===== config.mk =====
export PLATFORM = sky130hd
export DESIGN_NAME = async_fifo
export DESIGN_NICKNAME = d
export VERILOG_FILES = /design/src/rtl/async_fifo_pkg.sv /design/src/rtl/async_fifo_mem.sv /design/src/rtl/async_fifo.sv
export SDC_FILE = /design/constraint.sdc
export NUM_CORES = 1
export LEC_CHECK = 0
export CAP_MARGIN = 30
export CORE_ASPECT_RATIO = 1.5
export CORE_MARGIN = 2
export CORE_UTILIZATION = 60
export CTS_CLUSTER_SIZE = 10
export DETAILED_ROUTE_END_ITERATION = 10
export PLACE_DENSITY = 0.78
export RECOVER_POWER = 50
export SYNTH_ARGS = -nofsm -noshare
export SYNTH_HDL_FRONTEND = slang
export SYNTH_SLANG_ARGS = --single-unit

===== constraint.sdc =====
create_clock -name clk -period 2.9 [get_ports clk]
set_clock_uncertainty 0.15 [all_clocks]
set_input_delay 0.29 -clock clk [delete_from_list [all_inputs] [get_ports clk]]
set_output_delay 0.29 -clock clk [all_outputs]
set_load 0.005 [all_outputs]

===== src/rtl/async_fifo_pkg.sv =====
// Shared defaults for the async_fifo block: data width and pointer/count width.
package async_fifo_pkg;

    localparam int DEFAULT_DATA_WIDTH       = 8;
    localparam int DEFAULT_FIFO_DEPTH_WIDTH = 5;

endpackage


===== src/rtl/async_fifo_mem.sv =====
// Storage array for async_fifo: one synchronous write port and one asynchronous read port.
import async_fifo_pkg::*;

module async_fifo_mem #(
    parameter int DATA_WIDTH = DEFAULT_DATA_WIDTH,
    parameter int ADDR_WIDTH = DEFAULT_FIFO_DEPTH_WIDTH
) (
    input  logic                  clk,
    input  logic                  we,
    input  logic [ADDR_WIDTH-1:0] waddr,
    input  logic [DATA_WIDTH-1:0] wdata,
    input  logic [ADDR_WIDTH-1:0] raddr,
    output logic [DATA_WIDTH-1:0] rdata
);

    logic [DATA_WIDTH-1:0] mem [2**ADDR_WIDTH];

    // Contents are deliberately not reset; the pointers alone decide what is valid.
    always_ff @(posedge clk) begin
        if (we) begin
            mem[waddr] <= wdata;
        end
    end

    assign rdata = mem[raddr];

endmodule


===== src/rtl/async_fifo.sv =====
// Single-clock FIFO holding 2^W-1 words with registered flags and occupancy counts.
// Define ASYNC_FIFO_FWFT_EN for first-word-fall-through output; default is one-cycle read latency.
import async_fifo_pkg::*;

module async_fifo #(
    parameter int DATA_WIDTH       = DEFAULT_DATA_WIDTH,
    parameter int FIFO_DEPTH_WIDTH = DEFAULT_FIFO_DEPTH_WIDTH
) (
    input  logic                        clk,
    input  logic                        rst,
    input  logic                        write,
    input  logic                        read,
    input  logic [DATA_WIDTH-1:0]       data_write,
    output logic [DATA_WIDTH-1:0]       data_read,
    output logic                        full,
    output logic                        empty,
    output logic [FIFO_DEPTH_WIDTH-1:0] data_count_w,
    output logic [FIFO_DEPTH_WIDTH-1:0] data_count_r
);

    localparam logic [FIFO_DEPTH_WIDTH-1:0] MAX_COUNT = '1;
    localparam logic [FIFO_DEPTH_WIDTH-1:0] ZERO      = '0;

    logic [FIFO_DEPTH_WIDTH-1:0] wptr;
    logic [FIFO_DEPTH_WIDTH-1:0] rptr;
    logic [FIFO_DEPTH_WIDTH-1:0] count;
    logic [FIFO_DEPTH_WIDTH-1:0] count_next;
    logic [FIFO_DEPTH_WIDTH-1:0] rd_step;
    logic [FIFO_DEPTH_WIDTH-1:0] wr_step;
    logic [FIFO_DEPTH_WIDTH-1:0] raddr;
    logic [DATA_WIDTH-1:0]       mem_rdata;
    logic                        wr_en;
    logic                        rd_en;

    assign wr_en   = write & ~full;
    assign rd_en   = read & ~empty;
    assign rd_step = {{(FIFO_DEPTH_WIDTH-1){1'b0}}, rd_en};
    assign wr_step = {{(FIFO_DEPTH_WIDTH-1){1'b0}}, wr_en};

    always_comb begin
        count_next = count + wr_step - rd_step;
    end

`ifdef ASYNC_FIFO_FWFT_EN
    // Look one word ahead so the head is already registered when a read advances it.
    assign raddr = rptr + rd_step;
`else
    assign raddr = rptr;
`endif

    async_fifo_mem #(
        .DATA_WIDTH (DATA_WIDTH),
        .ADDR_WIDTH (FIFO_DEPTH_WIDTH)
    ) u_mem (
        .clk   (clk),
        .we    (wr_en),
        .waddr (wptr),
        .wdata (data_write),
        .raddr (raddr),
        .rdata (mem_rdata)
    );

    always_ff @(posedge clk) begin
        if (rst) begin
            wptr  <= '0;
            rptr  <= '0;
            count <= '0;
            full  <= 1'b0;
            empty <= 1'b1;
        end else begin
            wptr  <= wptr + wr_step;
            rptr  <= rptr + rd_step;
            count <= count_next;
            full  <= (count_next == MAX_COUNT);
            empty <= (count_next == ZERO);
        end
    end

    always_ff @(posedge clk) begin
        if (rst) begin
            data_read <= '0;
        end else begin
`ifdef ASYNC_FIFO_FWFT_EN
            // When the only remaining word is the one arriving now, bypass it from the input.
            if ((count - rd_step) != ZERO) begin
                data_read <= mem_rdata;
            end else if (wr_en) begin
                data_read <= data_write;
            end
`else
            if (rd_en) begin
                data_read <= mem_rdata;
            end
`endif
        end
    end

    assign data_count_w = count;
    assign data_count_r = count;

endmodule


==> Word-level counts from Yosys, hierarchy flattened <==
Memory sizes are Yosys's and may differ from the RTL's. A register that Yosys moved wholly into a read port is not among the register bits.
Cells that the tools add are included.
{ "word_totals": {"register_bits": 17, "ram_bits": 256, "output_inout_bits": 20, "memories": 1} }
{ "memory_table": {"columns": ["memory", "depth", "word_bits", "read_ports", "rd_ports_with_merged_regs", "write_ports", "line", "source"], "rows": [
  ["u_mem.mem", 32, 8, 1, 1, 1, "async_fifo_mem.sv:16", "logic [DATA_WIDTH-1:0] mem [2**ADDR_WIDTH];"]
]} }
{ "op_classes": {"add_sub_neg": 4, "n_eq_ne": 1, "n_mux": 2, "n_bitwise": 4, "reduce_logical": 1} }
{ "ops": {"columns": ["cell", "count"], "rows": [
  ["5-bit by 1-bit adder with 5-bit output", 3],
  ["5-bit == test, second input constant", 1],
  ["5-bit zero test", 1],
  ["5-bit by 1-bit subtractor with 5-bit output", 1],
  ["1-bit bitwise AND", 2],
  ["1-bit 2-to-1 mux", 2],
  ["1-bit inverter", 2]
]} }

==> Depth between registers and ports, before layout <==
Gate-level depths: netlist (run 1).
{ "logic_depth": {"depth_word": 5, "depth_mapped": 11, "ltp_nobuf": 11} }

==> By module <==
Synthesis (run 1) repeated with hierarchy kept, for this count alone.
{ "unflattened": {"cells_unflattened": 527, "area_unflattened_um2": 10974.3} }
{ "modules_own_cells": {"columns": ["mod", "instances", "cells_each", "area_per_inst_um2", "seq_area_each_um2"], "rows": [
  ["async_fifo_mem", 1, 409, 9893.2, 7687.4],
  ["async_fifo", 1, 118, 1081.0, 500.5]
]} }

==> Worst setup path after synthesis (run 1) <==
No wires, ideal clock.
{ "synth_path": {"path_kind": "flip-flop to flip-flop", "from": "register empty", "to": "register full", "arrival_ns": 2.243, "slack_ns": 0.415, "path_stages_with_launch": 11, "n_path_buf": 1, "synth_period_minus_slack_ns": 2.485, "cell_sequence": "dfxtp_1 nand2b_1 clkbuf_1 nand2_1 nand2_1 ha_1 inv_1 fa_1 xor2_1 or3b_2 nor4_1"} }
{ "synth_between": {"elab_chain_cells": 4} }
{ "synth_lines": {"columns": ["item", "line", "source"], "rows": [
  ["start: declaration", "async_fifo.sv:16", "output logic empty,"],
  ["start signal: assignment", "async_fifo.sv:75", "empty <= (count_next == ZERO);"],
  ["1-bit inverter", "async_fifo.sv:36", "assign rd_en = read & ~empty;"],
  ["1-bit bitwise AND", "async_fifo.sv:36", null],
  ["5-bit by 1-bit subtractor with 5-bit output", "async_fifo.sv:41", "count_next = count + wr_step - rd_step;"],
  ["5-bit == test", "async_fifo.sv:74", "full <= (count_next == MAX_COUNT);"],
  ["end signal: assignment", "async_fifo.sv:74", null],
  ["end: declaration", "async_fifo.sv:15", "output logic full,"]
]} }
No other way between the ends.
A chain may end at the register's enable or synchronous reset.

==> impl_metrics.csv, run 1 <==
group,metric,value,unit
grt,grt_start_max_net_pins,40,
place,port_buffers,31,
yosys,ys.flop_type,"edfxtp_1",
drt,first_iter_violations,522,
floorplan,dieArea,0.01964,mm2
sta,timing.fmax,378.3,MHz
floorplan,die_h,170.6,um
critical_path,crit_chain,"buf_12 -> buf_4 -> mux2i_1 -> o22ai_1 -> a2111oi_0 -> o41ai_1",
clocking,clkLatencyLatePin,0.49,ns
layout,final_nets,690,
layout,diodes,0,
grt,globalRouteOverflowTotal,0,
critical_path,slowest_delay,0.82,ns
yosys,ys_seq_area_share,73.71,%
worst_hold_path,hp-class,"in2reg",
floorplan,start_util,60.64,%
floorplan,coreArea,0.01832,mm2
grt,grt_pass1_wl,34.20,mm
clocking,ctsHoldBuffers,0,
sta,finalCriticalPeriod,2.643,ns
pwr,powerDensity,745.3,mW/mm2
drt,antenna_violating_nets_post_route,0,
clocking,clockBufferDepth,3,
yosys,yosysWarnings,0,
yosys,synth-async-reset-ratio,0,%
floorplan,io_pins,32,
yosys,yosysUniqueCellTypes,45,
place,post-dp-hpwl,14.06,mm
clocking,clk_pin_slew_worst_paths,0.06,ns
pwr,vdd_drop_max,378.5,uV
critical_path,critical_path_required,3.09,ns
clocking,numCtsBuffers,34,
sta,finalSetupViolCount,0,
pwr,leakage,4.217,nW
place,gp_congestion,0.8905,
clocking,cts_setup_buffers,0,
outcome,outcome,"finished, violations left",
critical_path,crit_path_end_kind,"flop",
sta,rsz0062_at_grt,"false",
sta,drv_slew,33,
grt,grt_pass1_vias,6014,
sta,finalCritPeriodShare,91.15,%
critical_path,cp.arrival,2.83,ns
grt,antenna_found_initial,0,
sta,finalHoldViolCount,0,
sta,tightest_slew,1.533,ns
drt,vias,5729,
critical_path,r2r_slack,0.26,ns
layout,drive_above_1_share,17.71,%
sta,relSlewSlack,-2.213,%
drt,drc,0,
drt,drt-vias-per-instance,6.303,
drt,first_pass_iters,5,
yosys,synth.net_count,597,
critical_path,critPathKind,"reg2reg",
clocking,cts.repair.resized,0,
critical_path,worstPathMaxFanout,24,
yosys,synth_edf_count,256,
drt,wl,22.37,mm
yosys,syn_avg_cell_area,19.25,um2
grt,grt_usage,23.59,%
floorplan,die_x,115.1,um
yosys,ys_ff_latch,281,
critical_path,slowest_stage,"a2111oi_0",
yosys,syn_area,0.01111,mm2
layout,area_growth,16.04,%
outcome,violations,"capacitance limit, slew limit",
job,drv_cap,1,
yosys,synthCells,577,
clocking,cts_tree,"built",
clocking,clockRootBuffer,"clkbuf_16",
sta,finalSetupTns,0,ns
clocking,h-tree-depth,2,
pwr,power,9.606,mW
floorplan,row_count,61,
critical_path,worst_setup_path_start_kind,"flop",
drt,wl_per_cell,24.61,um
clocking,cts.sinks,281,
cells in the mapped netlist (3+ instances only):
cell type,count,area share (%)
inv_1,6,0.20
nand3b_1,5,0.34
xnor2_1,4,0.32
edfxtp_1,256,69
clkbuf_1,13,0.44
mux4_1,19,4.5
or3_1,3,0.17
dfxtp_1,25,4.5
a2111oi_0,5,0.39
o22ai_1,7,0.39
xor2_1,7,0.55
a211oi_1,7,0.47
o41ai_1,7,0.55
o221ai_1,7,0.55
a22o_1,14,1.1
nand3_1,6,0.27
mux4_2,30,6.1
nor2_1,48,1.6
buf_6,5,0.51
buf_4,6,0.41
or3b_2,3,0.24
mux2i_1,32,2.9
nor2b_1,9,0.51
buf_2,5,0.23
nand2_1,13,0.44
ha_1,7,0.79
worst max-delay path, delay by kind of cell, from the launching register on:
family	cells	cell delay (ns)
AOI/OAI and AO/OA	3	1.08
buffers and inverters	2	0.51
DFF	1	0.48
muxes	1	0.24
where the power goes:
part           switching, mW  internal (mW)
Clock                   1.46           2.32
Combinational          0.596          0.629
Sequential            0.0873           4.52
Total                   2.14           7.47
through the flow:
| step | std cells | instance area, um2 | util, % | hold WS, ns | worst slack (ns) |
|---|---|---|---|---|---|
| after global routing | 909 | 12890 | 70.37 | 0.2562 | 0.2056 |
| final | 909 | 12890 | 70.37 | 0.2594 | 0.2567 |
| after CTS | 909 | 12940 | 70.64 | 0.2443 | 0.3303 |
| after global placement | 854 | 11940 | 65.18 | 0.3049 | 0.1004 |
| after floorplan | 577 | 11110 | - | 0.2192 | 0.4150 |
| after detailed placement | 854 | 11940 | 65.18 | 0.3108 | 0.0005258 |
logic make-up after synthesis:
| kind of cell | synth area share, % |
|---|---|
| compound gates | 4.427 |
| xor+xnor | 0.8673 |
| fa+ha+maj | 0.9687 |
| buf+inv | 2.478 |
| flops | 73.71 |
| mux | 13.46 |
| simple gates | 4.089 |
per-layer routing:
metal,vias up,global-route usage (%),wire [um],part of all wire (%)
met1,2915,28.76,8269,37
met5,-,0,0,0
li1,2534,-,-,-
met3,50,3.188,1243,5.6
met4,0,10.21,779,3.5
met2,230,41.97,12080,54
worst paths after layout:
kind              depth (start not counted)               to    startpoint
setup / recovery                          6     data_read[4]      raddr[0]
hold / removal                            2  data_count_r[0]           rst
setup reg to reg                          6     data_read[4]      raddr[0]
hold reg to reg                           2     data_read[1]  data_read[1]
flip-flops by register name, summed over array words and instances (netlist names):
register      cells
u_mem.mem       256
data_read         8
data_count_r      5
raddr             5
wptr              5
empty             1
full              1
cell usage in the layout, fill, tap and decap left out, types with 12 or more instances in the layout:
| cell type | count |
|---|---|
| edfxtp_1 | 256 |
| clkdlybuf4s50_1 | 19 |
| nor2_1 | 48 |
| nand2_1 | 13 |
| dfxtp_1 | 24 |
| mux4_2 | 30 |
| dlygate4sd3_1 | 12 |
| clkbuf_16 | 37 |
| mux2i_1 | 32 |
| clkbuf_1 | 30 |
| buf_4 | 45 |
| mux4_1 | 19 |
| a22o_1 | 14 |
cell type report:
cell class	instances	area, um2
flip-flops and latches	281	8192
fillers	1074	5428
multi-input cells	255	2645
clock buffers	54	989.7
repair buffers	92	757.0
well taps	220	275.3
inverters	6	22.52
clock inverters	1	8.758
(Power assumes the default switching activity.)
==> inputs of run 2 (changes only) <==
- HOLD_SLACK_MARGIN: unset -> 0.15
- clock period: 2.9 -> 2.75 ns (I/O delays scaled with it)
==> run 2 against run 1 <==
The flow still finishes with violations (capacitance limit, slew limit). Via count increased by 1.1%. Combinational power increased by 5%. Flip-flop and latch count unchanged. Setup slack improved by 0.0029 ns. Fmax increased by 6.1%. Register-to-register slack is essentially flat. Sequential power is 5.7% higher. Non-clock buffer count is 8 higher. Total power grew 4.7%. Utilization is 0.23 points higher. Sequential share of layout area fell by 0.21 points. Die area unchanged. Critical endpoint is now full.
==> impl_metrics.csv, run 2 (synthesized netlist as in run 1, its figures left out) <==
group,metric,value,unit
floorplan,die_h,170.6,um
clocking,cts_setup_buffers,0,
drt,drt-vias-per-instance,6.322,
clocking,clockRootBuffer,"clkbuf_16",
sta,finalCritPeriodShare,90.56,%
grt,grt_usage,24.27,%
place,port_buffers,31,
sta,hold_ws,0.3324,ns
critical_path,worstPathMaxFanout,3,
drt,wl_per_cell,25.03,um
floorplan,coreArea,0.01832,mm2
drt,drc,0,
sta,drv_slew,132,
clocking,clockBufferDepth,3,
pwr,comb_power_share,12.8,%
floorplan,io_pins,32,
worst_hold_path,whs_endpoint,"data_read[7]",
clocking,clk_pin_slew_worst_paths,0.06,ns
layout,final_area,0.01293,mm2
place,dp_slack,-0.1637,ns
worst_hold_path,hp-class,"reg2reg",
place,placed_cells,862,
pwr,vdd_drop_max,422.0,uV
layout,drive_above_1_share,18.97,%
layout,area_growth,16.42,%
layout,final_cell_mix,"256 x edfxtp_1, 55 x buf_4, 48 x nor2_1",
critical_path,ff2ff_path_depth,10,
pwr,p_int,7.776,mW
pwr,swShare,22.69,%
pwr,power,10.06,mW
floorplan,dieArea,0.01964,mm2
drt,vias,5791,
layout,reg_top3,"u_mem.mem (256), data_read (8)",
critical_path,worst_setup_path_start_kind,"flop",
worst_hold_path,holdCritStartpoint,"data_read[7]",
floorplan,die_x,115.1,um
layout,diodes,0,
clocking,cts.repair.resized,0,
pwr,powerDensity,777.8,mW/mm2
drt,antenna_violating_nets_post_route,0,
grt,grt_pass1_vias,5938,
critical_path,r2r_end,"full",
layout,top_register,"u_mem.mem",
layout,final_core_util,70.60,%
layout,stdcell_count,916,
critical_path,crit_path_end_kind,"flop",
critical_path,critical_path_required,2.99,ns
sta,finalHoldViolCount,0,
job,drv_cap,4,
pwr,switchingPower,2.282,mW
layout,final_nets,698,
critical_path,r2r_slack,0.26,ns
drt,wl,22.93,mm
sta,relSlewSlack,-4.794,%
clocking,cts_tree,"built",
clocking,h-tree-depth,2,
pwr,sequentialPowerShare,48.4,%
grt,antenna_found_initial,0,
floorplan,start_util,60.64,%
place,place_area,0.01201,mm2
clocking,clkLatencyLatePin,0.49,ns
sta,finalSetupTns,0,ns
sta,finalSetupViolCount,0,
grt,grt_pass1_wl,34.91,mm
floorplan,row_count,61,
sta,setup_ws,0.2596,ns
layout,layout_commonest_cell,"edfxtp_1",
sta,rsz0062_at_grt,"false",
outcome,outcome,"finished, violations left",
critical_path,cp.arrival,2.73,ns
clocking,numCtsBuffers,34,
place,post-dp-hpwl,14.11,mm
clocking,cts.sinks,281,
sta,tightest_slew,1.572,ns
worst_hold_path,min_path_cells,2,
sta,timing.fmax,401.5,MHz
grt,grt_start_max_net_pins,34,
outcome,violations,"capacitance limit, slew limit",
drt,first_pass_iters,5,
drt,first_iter_violations,503,
pwr,pwr-share-clk,38.8,%
sta,finalCriticalPeriod,2.490,ns
pwr,leakage,4.271,nW
grt,globalRouteOverflowTotal,0,
critical_path,critPathKind,"reg2reg",
critical_path,r2r_start,"full",
place,gp_congestion,0.9028,
layout,largest_reg_flops,256,
clocking,ctsHoldBuffers,0,
run 2: cell count changes in the layout (fill, tap and decap cells not counted), sizes merged:
cell           before  now
clkdlybuf4s50      19   12
inv                 7    8
dlygate4sd3        12   19
buf                48   59
clkbuf             67   62
run 2: layout make-up:
cell class | count | area, um2
clock inverters | 2 | 17.52
well taps | 220 | 275.3
repair buffers | 100 | 840.8
multi-input cells | 255 | 2645
fillers | 1116 | 5385
clock buffers | 52 | 939.7
flip-flops and latches | 281 | 8192
inverters | 6 | 22.52
run 2: power by group through the flow:
stage | sequential, mW | clock, mW | combinational (mW)
detailed placement | 4.95 | 0 | 1.31
global placement | 4.94 | 0 | 1.25
floorplan | 4.90 | 0 | 0.907
global route | 4.87 | 4.09 | 1.39
finish | 4.86 | 3.90 | 1.29
CTS | 4.86 | 3.94 | 1.32
run 2: worst max-delay path, stage by stage, from the launching register on:
cell and delay (ns):
dfxtp_1 0.33, nand2b_1 0.19, inv_1 0.08, nand2_1 0.05, nand2_1 0.06, ha_1 0.15
inv_1 0.06, fa_1 0.43, xor2_1 0.17, or3b_2 0.45, nor4_1 0.28
run 2: how the worst max path moves through the flow:
stage | start | to | depth (start not counted)
2_1_floorplan | empty | full | 10
3_3_place_gp | read | full | 10
3_5_place_dp | read | full | 10
4_1_cts | full | full | 10
5_1_grt | full | full | 10
6_report | full | full | 10
run 2: per-layer routing:
metal  up-vias  wire, um  track usage (%)
met2       227     12620            43.96
li1       2550         -                -
met5         -         0                0
met1      2972      8508            29.76
met3        42      1143            3.436
met4         0       656            8.277
==> inputs of run 3 (changes only) <==
- GPL_ROUTABILITY_DRIVEN: unset -> 0
==> results of run 3 <==
Same layout as run 2: the final DEF is identical, and so are final timing and power.
